File: src/rtl/kf8237_pkg.sv
`default_nettype none
// ============================================================================
// Module  : kf8237_pkg
// Brief   : Shared types and mode-register field positions for the KF8237 sequencer
// Rev     : 1.0
// ============================================================================
package kf8237_pkg;

    typedef enum logic [2:0] {
        SI = 3'd0,
        S0 = 3'd1,
        S1 = 3'd2,
        S2 = 3'd3,
        S3 = 3'd4,
        S4 = 3'd5
    } state_t;

    typedef enum logic [1:0] {
        TYPE_VERIFY  = 2'b00,
        TYPE_WRITE   = 2'b01,
        TYPE_READ    = 2'b10,
        TYPE_ILLEGAL = 2'b11
    } transfer_type_t;

    typedef enum logic [1:0] {
        MODE_DEMAND  = 2'b00,
        MODE_SINGLE  = 2'b01,
        MODE_BLOCK   = 2'b10,
        MODE_CASCADE = 2'b11
    } transfer_mode_t;

    // Bit positions inside the 8-bit mode byte; bits [1:0] only address the channel
    localparam int c_type_lsb      = 2;
    localparam int c_autoinit_bit  = 4;
    localparam int c_decrement_bit = 5;
    localparam int c_mode_lsb      = 6;

endpackage
`default_nettype wire

File: src/rtl/kf8237_timing_and_control_if.sv
`default_nettype none
// ============================================================================
// Module  : kf8237_timing_and_control_if
// Brief   : System-bus handshake and strobe pins of the KF8237 sequencer
// Rev     : 1.0
// ============================================================================
interface kf8237_timing_and_control_if;

    logic hold_request;
    logic hold_acknowledge;
    logic ready;
    logic end_of_process_in;
    logic end_of_process_out;
    logic address_enable;
    logic address_strobe;
    logic memory_read_n;
    logic memory_write_n;
    logic io_read_n_out;
    logic io_write_n_out;

    modport master (
        input  hold_acknowledge, ready, end_of_process_in,
        output hold_request, end_of_process_out, address_enable, address_strobe,
               memory_read_n, memory_write_n, io_read_n_out, io_write_n_out
    );

    modport slave (
        output hold_acknowledge, ready, end_of_process_in,
        input  hold_request, end_of_process_out, address_enable, address_strobe,
               memory_read_n, memory_write_n, io_read_n_out, io_write_n_out
    );

endinterface
`default_nettype wire

File: src/rtl/kf8237_mode_registers.sv
`default_nettype none
// ============================================================================
// Module  : kf8237_mode_registers
// Brief   : Per-channel mode storage with field mux for the active channel
// Rev     : 1.0
// ============================================================================
module kf8237_mode_registers
    import kf8237_pkg::*;
#(
    parameter int CHANNELS = 4
)
(
    input  wire                  clock,
    input  wire                  reset_n,
    input  wire                  master_clear,
    input  wire                  write_mode_register,
    input  wire  [7:0]           internal_data_bus,
    input  wire  [CHANNELS-1:0]  channel_select,
    output transfer_type_t       transfer_type,
    output transfer_mode_t       transfer_mode,
    output logic                 autoinit,
    output logic                 decrement
);

    localparam int c_stored_width = 8 - c_type_lsb;

    logic [CHANNELS-1:0]        w_write_select;
    logic [c_stored_width-1:0]  r_mode [CHANNELS];
    logic [c_stored_width-1:0]  w_active;

    assign w_write_select = write_mode_register
                          ? ({{(CHANNELS-1){1'b0}}, 1'b1} << internal_data_bus[1:0])
                          : '0;

    generate
        for (genvar i = 0; i < CHANNELS; i++) begin : g_mode
            always_ff @(posedge clock or negedge reset_n) begin
                if (!reset_n) begin
                    r_mode[i] <= '0;
                end else if (master_clear) begin
                    r_mode[i] <= '0;
                end else if (w_write_select[i]) begin
                    r_mode[i] <= internal_data_bus[7:c_type_lsb];
                end
            end
        end
    endgenerate

    // One-hot select, so an OR-reduction is a full mux; no channel yields all zeros
    always_comb begin
        w_active = '0;
        for (int i = 0; i < CHANNELS; i++) begin
            if (channel_select[i]) begin
                w_active = w_active | r_mode[i];
            end
        end
    end

    assign transfer_type = transfer_type_t'(w_active[c_type_lsb-c_type_lsb +: 2]);
    assign transfer_mode = transfer_mode_t'(w_active[c_mode_lsb-c_type_lsb +: 2]);
    assign autoinit      = w_active[c_autoinit_bit-c_type_lsb];
    assign decrement     = w_active[c_decrement_bit-c_type_lsb];

endmodule
`default_nettype wire

File: src/rtl/kf8237_timing_and_control.sv
`default_nettype none
// ============================================================================
// Module  : kf8237_timing_and_control
// Brief   : KF8237 transfer sequencer: hold handshake, bus-cycle FSM, TC/EOP
// Rev     : 1.0
// ============================================================================
module kf8237_timing_and_control
    import kf8237_pkg::*;
#(
    parameter int CHANNELS = 4
)
(
    input  wire                          clock,
    input  wire                          reset_n,
    kf8237_timing_and_control_if.master  bus,
    input  wire  [7:0]                   internal_data_bus,
    input  wire                          write_mode_register,
    input  wire                          write_command_register,
    input  wire                          master_clear,
    input  wire  [CHANNELS-1:0]          encoded_dma,
    input  wire                          underflow,
    output logic [CHANNELS-1:0]          dma_acknowledge_internal,
    output logic                         end_of_process_internal,
    output logic [CHANNELS-1:0]          transfer_register_select,
    output logic                         next_word,
    output logic                         initialize_current_register,
    output logic                         decrement_address_config,
    output logic                         lock_bus_control
);

    state_t               r_state;
    state_t               w_next_state;
    logic [CHANNELS-1:0]  r_channel;
    logic [CHANNELS-1:0]  w_next_channel;
    logic                 r_disable;

    transfer_type_t       w_type;
    transfer_mode_t       w_mode;
    logic                 w_autoinit;
    logic                 w_request;
    logic                 w_cascade;
    logic                 w_terminal_count;

    logic                 w_hold_request;
    logic                 w_address_enable;
    logic                 w_address_strobe;
    logic                 w_memory_read_n;
    logic                 w_memory_write_n;
    logic                 w_io_read_n;
    logic                 w_io_write_n;
    logic                 w_end_of_process_n;

    kf8237_mode_registers #(
        .CHANNELS            (CHANNELS)
    ) u_mode_registers (
        .clock               (clock),
        .reset_n             (reset_n),
        .master_clear        (master_clear),
        .write_mode_register (write_mode_register),
        .internal_data_bus   (internal_data_bus),
        .channel_select      (r_channel),
        .transfer_type       (w_type),
        .transfer_mode       (w_mode),
        .autoinit            (w_autoinit),
        .decrement           (decrement_address_config)
    );

    assign w_request        = |encoded_dma;
    assign w_cascade        = (w_mode == MODE_CASCADE);
    assign w_terminal_count = (r_state == S4) && (underflow || !bus.end_of_process_in);

    always_ff @(posedge clock or negedge reset_n) begin
        if (!reset_n) begin
            r_state   <= SI;
            r_channel <= '0;
            r_disable <= 1'b0;
        end else if (master_clear) begin
            r_state   <= SI;
            r_channel <= '0;
            r_disable <= 1'b0;
        end else begin
            r_state   <= w_next_state;
            r_channel <= w_next_channel;
            if (write_command_register) begin
                r_disable <= internal_data_bus[2];
            end
        end
    end

    always_comb begin
        w_next_state                = r_state;
        w_next_channel              = r_channel;
        w_hold_request              = 1'b0;
        w_address_enable            = 1'b0;
        w_address_strobe            = 1'b0;
        w_memory_read_n             = 1'b1;
        w_memory_write_n            = 1'b1;
        w_io_read_n                 = 1'b1;
        w_io_write_n                = 1'b1;
        w_end_of_process_n          = 1'b1;
        dma_acknowledge_internal    = '0;
        transfer_register_select    = '0;
        end_of_process_internal     = 1'b0;
        next_word                   = 1'b0;
        initialize_current_register = 1'b0;
        lock_bus_control            = 1'b0;

        case (r_state)
            SI: begin
                if (w_request && !r_disable) begin
                    w_next_state = S0;
                end
            end
            S0: begin
                w_hold_request = 1'b1;
                if (bus.hold_acknowledge && w_request) begin
                    w_next_state   = S1;
                    w_next_channel = encoded_dma;
                end else if (!w_request) begin
                    w_next_state = SI;
                end
            end
            S1: begin
                w_hold_request           = 1'b1;
                dma_acknowledge_internal = r_channel;
                lock_bus_control         = 1'b1;
                // A cascaded slave owns the bus: hold DACK only while it keeps requesting
                if (w_cascade) begin
                    if (encoded_dma != r_channel) begin
                        w_next_state = SI;
                    end
                end else begin
                    w_address_enable         = 1'b1;
                    w_address_strobe         = 1'b1;
                    transfer_register_select = r_channel;
                    w_next_state             = S2;
                end
            end
            S2, S3: begin
                w_hold_request           = 1'b1;
                w_address_enable         = 1'b1;
                dma_acknowledge_internal = r_channel;
                transfer_register_select = r_channel;
                lock_bus_control         = 1'b1;
                w_memory_read_n          = (w_type != TYPE_READ);
                w_io_read_n              = (w_type != TYPE_WRITE);
                if (r_state == S3) begin
                    w_io_write_n     = (w_type != TYPE_READ);
                    w_memory_write_n = (w_type != TYPE_WRITE);
                    if (bus.ready) begin
                        w_next_state = S4;
                    end
                end else begin
                    w_next_state = S3;
                end
            end
            S4: begin
                w_hold_request              = 1'b1;
                w_address_enable            = 1'b1;
                dma_acknowledge_internal    = r_channel;
                transfer_register_select    = r_channel;
                lock_bus_control            = 1'b1;
                next_word                   = 1'b1;
                end_of_process_internal     = w_terminal_count;
                w_end_of_process_n          = !w_terminal_count;
                initialize_current_register = w_terminal_count && w_autoinit;
                if (w_terminal_count || r_disable || w_mode == MODE_SINGLE || w_cascade) begin
                    w_next_state = SI;
                end else if (w_mode == MODE_BLOCK || encoded_dma == r_channel) begin
                    w_next_state = S1;
                end else begin
                    w_next_state = SI;
                end
            end
            default: begin
                w_next_state = SI;
            end
        endcase
    end

    assign bus.hold_request       = w_hold_request;
    assign bus.address_enable     = w_address_enable;
    assign bus.address_strobe     = w_address_strobe;
    assign bus.memory_read_n      = w_memory_read_n;
    assign bus.memory_write_n     = w_memory_write_n;
    assign bus.io_read_n_out      = w_io_read_n;
    assign bus.io_write_n_out     = w_io_write_n;
    assign bus.end_of_process_out = w_end_of_process_n;

endmodule
`default_nettype wire

File: src/flat_wrapper.sv
// flat-port wrapper written by rule: the top's interface ports become plain ports
module kf8237_timing_and_control_flat import kf8237_pkg::*;
#(
    parameter int CHANNELS = 4
)
  (clock, reset_n, internal_data_bus, write_mode_register, write_command_register, master_clear, encoded_dma, underflow, dma_acknowledge_internal, end_of_process_internal, transfer_register_select, next_word, initialize_current_register, decrement_address_config, lock_bus_control, bus_hold_acknowledge, bus_ready, bus_end_of_process_in, bus_hold_request, bus_end_of_process_out, bus_address_enable, bus_address_strobe, bus_memory_read_n, bus_memory_write_n, bus_io_read_n_out, bus_io_write_n_out);
  kf8237_timing_and_control_if bus_i ();
  input  wire clock;
  input  wire reset_n;
  input  wire  [7:0] internal_data_bus;
  input  wire write_mode_register;
  input  wire write_command_register;
  input  wire master_clear;
  input  wire  [CHANNELS-1:0] encoded_dma;
  input  wire underflow;
  output logic [CHANNELS-1:0] dma_acknowledge_internal;
  output logic end_of_process_internal;
  output logic [CHANNELS-1:0] transfer_register_select;
  output logic next_word;
  output logic initialize_current_register;
  output logic decrement_address_config;
  output logic lock_bus_control;
  input wire logic [$bits(bus_i.hold_acknowledge)-1:0] bus_hold_acknowledge;
  input wire logic [$bits(bus_i.ready)-1:0] bus_ready;
  input wire logic [$bits(bus_i.end_of_process_in)-1:0] bus_end_of_process_in;
  output wire logic [$bits(bus_i.hold_request)-1:0] bus_hold_request;
  output wire logic [$bits(bus_i.end_of_process_out)-1:0] bus_end_of_process_out;
  output wire logic [$bits(bus_i.address_enable)-1:0] bus_address_enable;
  output wire logic [$bits(bus_i.address_strobe)-1:0] bus_address_strobe;
  output wire logic [$bits(bus_i.memory_read_n)-1:0] bus_memory_read_n;
  output wire logic [$bits(bus_i.memory_write_n)-1:0] bus_memory_write_n;
  output wire logic [$bits(bus_i.io_read_n_out)-1:0] bus_io_read_n_out;
  output wire logic [$bits(bus_i.io_write_n_out)-1:0] bus_io_write_n_out;
  assign bus_i.hold_acknowledge = bus_hold_acknowledge;
  assign bus_i.ready = bus_ready;
  assign bus_i.end_of_process_in = bus_end_of_process_in;
  assign bus_hold_request = bus_i.hold_request;
  assign bus_end_of_process_out = bus_i.end_of_process_out;
  assign bus_address_enable = bus_i.address_enable;
  assign bus_address_strobe = bus_i.address_strobe;
  assign bus_memory_read_n = bus_i.memory_read_n;
  assign bus_memory_write_n = bus_i.memory_write_n;
  assign bus_io_read_n_out = bus_i.io_read_n_out;
  assign bus_io_write_n_out = bus_i.io_write_n_out;
  kf8237_timing_and_control #(.CHANNELS(CHANNELS)) u_core (.clock(clock), .reset_n(reset_n), .bus(bus_i), .internal_data_bus(internal_data_bus), .write_mode_register(write_mode_register), .write_command_register(write_command_register), .master_clear(master_clear), .encoded_dma(encoded_dma), .underflow(underflow), .dma_acknowledge_internal(dma_acknowledge_internal), .end_of_process_internal(end_of_process_internal), .transfer_register_select(transfer_register_select), .next_word(next_word), .initialize_current_register(initialize_current_register), .decrement_address_config(decrement_address_config), .lock_bus_control(lock_bus_control));
endmodule
File: config.mk
export PLATFORM = sky130hd
export DESIGN_NAME = kf8237_timing_and_control_flat
export DESIGN_NICKNAME = d
export VERILOG_FILES = /design/src/rtl/kf8237_pkg.sv /design/src/rtl/kf8237_timing_and_control_if.sv /design/src/rtl/kf8237_mode_registers.sv /design/src/rtl/kf8237_timing_and_control.sv /design/src/flat_wrapper.sv
export SDC_FILE = /design/constraint.sdc
export NUM_CORES = 1
export LEC_CHECK = 0
export BUFFER_PORTS_ARGS = -buffer_cell sky130_fd_sc_hd__buf_4
export CORE_MARGIN = 2
export CORE_UTILIZATION = 42
export DETAILED_ROUTE_END_ITERATION = 8
export GPL_TIMING_DRIVEN = 0
export PLACE_DENSITY = 0.62
export SETUP_SLACK_MARGIN = 0.3
export SLEW_MARGIN = 40
export SYNTH_ARGS = -nofsm -noshare
export SYNTH_HDL_FRONTEND = slang
export SYNTH_SLANG_ARGS = --single-unit
File: constraint.sdc
create_clock -name clock -period 2.8 [get_ports clock]
set_input_delay 0.56 -clock clock [delete_from_list [all_inputs] [get_ports clock]]
set_output_delay 0.56 -clock clock [all_outputs]
set_load 0.1 [all_outputs]
# Yosys cells after proc, flatten, opt, wreduce, memory -nomap -nowiden

Index checks and enable logic that the tools add are counted.

Input bits: 21
Output and inout port bits: 21
Bits in registers: 32

Equal/unequal tests: 16
Reductions and logical operators: 27
Mux-type cells: 47
Bitwise logic cells: 3
Shift operators: 1

Operators with widths:

| kind                                                              | count |
|---|---|
| 6-bit two-way mux                                                 | 12 |
| 3-bit two-way mux                                                 | 9 |
| 4-bit two-way mux                                                 | 6 |
| 6-bit bitwise OR                                                  | 3 |
| 1-bit two-way mux                                                 | 16 |
| 3-bit one-hot mux with 5 select lines                             | 1 |
| 2-bit nonzero test                                                | 7 |
| 4-bit != test, second input constant                              | 3 |
| 4-bit one-hot mux with 2 select lines                             | 1 |
| 4-bit OR reduction                                                | 2 |
| 3-bit by 2-bit == test with 1-bit output, second input constant   | 2 |
| 3-bit == test, second input constant                              | 2 |
| 1-bit logical OR                                                  | 5 |
| 5-bit OR reduction                                                | 1 |
| 2-bit == test, second input constant                              | 2 |
| 4-bit == test                                                     | 1 |
| 1-bit logical AND                                                 | 4 |
| 4-bit != test                                                     | 1 |
| 4-bit AND reduction                                               | 1 |
| 1-bit by 2-bit << shifter with 4-bit output, first input constant | 1 |
| 3-bit by 1-bit == test with 1-bit output, second input constant   | 1 |
| 1-bit logical NOT                                                 | 3 |
| 3-bit logical NOT                                                 | 1 |
| 3-bit by 2-bit != test with 1-bit output, second input constant   | 1 |
| 8 further kinds                                                   | 8 |

# Longest topological paths before layout

Depth after elaboration: 13
Depth in mapped cells: 6

# Cells and area by module

Synthesis repeated with hierarchy kept, for this count alone.

Cells, all modules: 183
Area total of the unflattened synthesis: 1828.0 µm²

Modules (own cells, without submodules):

| module                    | cells an instance | area each (µm²) | times used |
|---|---|---|---|
| kf8237_mode_registers     | 107               | 1204.9          | 1 |
| kf8237_timing_and_control | 76                | 623.1           | 1 |

# Worst setup path before layout

OpenSTA, ideal clock, no wires.

Kind: reg-to-output
From: reg u_core.r_state[2]
To: out initialize_current_register
Path slack: -1657 ps
Path buffers: 1
Arrival time: 3897 ps
Cell stages (with the launch flop): 6
Path through: dfrtp_1 buf_4 nand3b_1 inv_1 nand2_1 a21oi_1

Cells in the longest elaborated chain, start to end: 4

Ends and longest elaborated chain:

| what                     | line                                                              | source |
|---|---|---|
| start: declaration       | kf8237_timing_and_control.sv:31                                   | `state_t r_state;` |
| start signal: assignment | kf8237_timing_and_control.sv:82                                   | `r_state <= w_next_state;` |
| 3-bit == test (*)        | kf8237_timing_and_control.sv:70, kf8237_timing_and_control.sv:108 |  |
| 1-bit logical AND        | kf8237_timing_and_control.sv:70                                   | `assign w_terminal_count = (r_state == S4) && (underflow \|\| !bus.end_of_process_in);` |
| 1-bit logical AND        | kf8237_timing_and_control.sv:166                                  | `initialize_current_register = w_terminal_count && w_autoinit;` |
| 1-bit two-way mux (*)    | kf8237_timing_and_control.sv:108                                  | `case (r_state)` |
| end: declaration         | flat_wrapper.sv:20                                                | `output logic initialize_current_register;` |

Mark *: on every way between the ends. The rest lies on a longest branch, timed or not.

# Worst setup path after layout

From: reg u_core.r_channel[1]
To: out transfer_register_select[1]

Cells in the longest elaborated chain, start to end: 8

Ends and longest elaborated chain:

| what                                      | line                             | source |
|---|---|---|
| start: declaration                        | kf8237_timing_and_control.sv:33  | `logic [CHANNELS-1:0] r_channel;` |
| start signal: assignment                  | kf8237_timing_and_control.sv:83  | `r_channel <= w_next_channel;` |
| 6-bit two-way mux                         | kf8237_mode_registers.sv:53      | `if (channel_select[i]) begin` |
| 6-bit bitwise OR                          | kf8237_mode_registers.sv:54      | `w_active = w_active \| r_mode[i];` |
| 6-bit two-way mux                         | kf8237_mode_registers.sv:53      |  |
| 6-bit bitwise OR                          | kf8237_mode_registers.sv:54      |  |
| 6-bit two-way mux                         | kf8237_mode_registers.sv:53      |  |
| 2-bit == test                             | kf8237_timing_and_control.sv:69  | `assign w_cascade = (w_mode == MODE_CASCADE);` |
| 4-bit two-way mux                         | kf8237_timing_and_control.sv:128 | `if (w_cascade) begin` |
| 4-bit one-hot mux with 2 select lines (*) | kf8237_timing_and_control.sv:108 |  |
| end: declaration                          | flat_wrapper.sv:18               | `output logic [CHANNELS-1:0] transfer_register_select;` |

Marked as above.

==> results.json <==
{
  "outcome": "finished, final reports clean",
  "numCtsBuffers": 5,
  "synth_fa_ha_area_frac": 0.00686,
  "vias": 1570,
  "endpoint_kind": "output pin",
  "timing.fmax_ghz": 0.401,
  "synthSimpleGateAreaFrac": 0.210,
  "finalPower_mw": 1.14,
  "final.setup.worst_slack_ns": 0.306,
  "synth_mux_area_frac": 0.171,
  "ys.flop_type": "dfrtp_1",
  "drc": 0,
  "synth_cells": 176,
  "clock_power_share": 0.338,
  "clock_skew_ns": 0.00704,
  "postLayoutCellArea_sq_um": 2560,
  "start_util": 0.446,
  "utilization": 0.626,
  "synth_edf_count": 0,
  "core_area_sq_um": 4090,
  "area_growth_pct": 40.1,
  "internal-power_mw": 0.797,
  "mostFrequentLayoutCell": "buf_4",
  "arrival_ns": 1.93,
  "p_sw_frac": 0.299,
  "port_buffers": 40,
  "maxSlewViolCount": 0,
  "cts_buffer_depth": 2,
  "ant_nets": 0,
  "slew_headroom": 0.497,
  "clockRootBuffer": "clkbuf_8",
  "overflow": 0,
  "wl_um": 4800,
  "io_pins": 42,
  "ys_seq_elements": 32,
  "synth_largest_area_cell": "dfrtp_1",
  "synth_xor_area_frac": 0.0192,
  "netlist_area_sq_um": 1820,
  "htree_num_levels": 2,
  "synth_warnings": 0,
  "synth-async-reset-ratio": 1.00,
  "rr_worst_depth": 7,
  "cap_violations": 0,
  "final.setup.tns_ns": 0,
  "placed_area_sq_um": 2240,
  "combPwrFrac": 0.224,
  "synth_top_area_frac": 0.439,
  "ys_types": 37,
  "cts_tree": "done",
  "synth_area_leaders": "dfrtp_1 44%, mux2i_1 16%, nor2_1 7.2%, a22oi_1 4.1%, and2_1 3.1%",
  "grt_max_degree": 33,
  "cp.required_ns": 2.24,
  "syn_avg_cell_area_sq_um": 10.4,
  "die_area_sq_um": 4890,
  "crit_slowest_cell": "dfrtp_1",
  "grt_pass1_vias": 1584,
  "tightestPinTransition_ns": 0.752,
  "worstReg2RegEnd": "u_core.r_state[1]",
  "max_stage_delay_ns": 0.38,
  "wl_per_cell_um": 16.6,
  "ys_seq_area_frac": 0.439,
  "n_antenna_cell": 0,
  "cts_hold_buf": 0,
  "preCtsSetupSlack_ns": 0.500,
  "reg2reg_from": "u_core.r_channel[0]",
  "nNetsFinal": 261,
  "drive_gt1_frac": 0.402,
  "rows": 23,
  "rsz0062_at_grt": "true",
  "setup_viol": 0,
  "p_leak_nw": 1.26,
  "place_inst": 266,
  "power.switching_mw": 0.340,
  "hold_slack_ns": 0.208,
  "synth_top_family_by_area": "simple AND/OR/NAND/NOR gates",
  "drt-vias-per-instance": 5.43,
  "path_class": "flop to output pin",
  "hpwl_um": 3250,
  "gp_congestion": 0.775,
  "mostFrequentLayoutCells": "53 x buf_4, 34 x nor2_1, 32 x dfrtp_1, 29 x mux2i_1, 10 x nand2_1",
  "fin_crit_ns": 2.49,
  "firstDrtPassIters": 4,
  "crit_path_max_fanout": 7,
  "fin_crit_sh": 0.891,
  "clk_pin_slew_ns": 0.07,
  "cts_sinks": 32,
  "die_y_um": 69.9,
  "hold_path.class": "input pin to async pin",
  "drt_iter0_drc": 54,
  "ff2ff_setup_slack_ns": 1.08,
  "power_density_nw_per_um2": 445,
  "grt_use_total": 0.206,
  "antenna_found_initial": 0,
  "crit_chain": "buf_6 -> a22o_4 -> a2bb2o_4 -> o21ai_4 -> mux2i_4 -> and2_4 -> buf_12",
  "grt_pass1_wl_um": 7930,
  "synth_compound_area_frac": 0.119,
  "synthesis.nets": 198,
  "final-hold-violation-count": 0,
  "die_w_um": 69.9,
  "ir_worst_vdd_mv": 0.369,
  "startpoint_type": "flop",
  "p_seq_frac": 0.438,
  "clk_latency_ns": 0.28,
  "nFillCells": 354,
  "fin_cells": 289
}
cell type report:
| cell class | instances | area [sq um] | share of cell area |
|---|---|---|---|
| repair buffers | 56 | 470 | 0.184 |
| inverters | 2 | 15.0 | 0.00587 |
| plain buffers | 9 | 67.6 | 0.0264 |
| clock buffers | 7 | 96.3 | 0.0377 |
| multi-input cells | 133 | 1040 | 0.408 |
| well taps | 50 | 62.6 | 0.0245 |
| flip-flops and latches | 32 | 801 | 0.313 |
sequential cells by signal, indices dropped and copies added, names as in the netlist:
signal,count
u_core.r_channel,4
u_core.r_disable,1
u_core.r_state,3
u_core.u_mode_registers.r_mode,24
power by group through the flow:
stage	Combinational (mW)	Sequential [mW]	Clock [mW]
floorplan	0.159	0.501	0
global placement	0.229	0.504	0
detailed placement	0.234	0.504	0
CTS	0.237	0.496	0.395
global route	0.274	0.501	0.415
finish	0.255	0.498	0.384
cells by family after synthesis:
family | after synthesis
xor gates and xnor gates | 4
and+or+nand+nor | 71
DFF | 32
buffers and inverters | 11
adders and majority gates | 1
muxes | 30
AOI/OAI and AO/OA | 27
per-layer routing:
layer	track usage	vias up	routed length (um)
li1	-	752	-
met1	0.261	773	2120
met2	0.344	38	2410
met3	0.0563	7	221
met4	0.0620	0	56
met5	0	-	0
what timing repair did:
item                                    in CTS  in global routing
endpoints found under the setup margin       4                  5
gates resized for setup                     15                  5
buffers inserted                             0                 16
pin swaps                                    1                  7
synthesized netlist by cell type, types with 2 or more instances:
cell      count
nor2_1       35
dfrtp_1      32
mux2i_1      29
nand2_1      11
a22oi_1      10
and2_1        9
a21oi_1       4
buf_4         4
clkbuf_1      4
xnor2_1       4
nand3b_1      3
a22o_1        2
inv_1         2
nor4_1        2
o21ai_0       2
o21bai_1      2
how the worst max path moves through the flow:
| stage | slack, ns | start | cells past startpoint | to |
|---|---|---|---|---|
| 2_1_floorplan | 0.08 | u_core.r_channel[3] | 6 | transfer_register_select[0] |
| 4_1_cts | 0.31 | u_core.r_channel[0] | 7 | transfer_register_select[1] |
| 6_report | 0.31 | u_core.r_channel[1] | 7 | transfer_register_select[1] |
| 3_3_place_gp | 0.54 | u_core.r_channel[0] | 7 | transfer_register_select[3] |
| 5_1_grt | 0.24 | u_core.r_channel[1] | 7 | transfer_register_select[1] |
| 3_5_place_dp | 0.50 | u_core.r_channel[0] | 7 | transfer_register_select[1] |
worst max-delay path, delay by kind of cell, from the launching register on:
family,cells,cell delay (ns)
and+or+nand+nor,1,0.20
muxes,1,0.22
AOI/OAI and AO/OA,3,0.54
DFF,1,0.38
buffers and inverters,2,0.31
No activity file was read; power rests on OpenSTA's default activity.
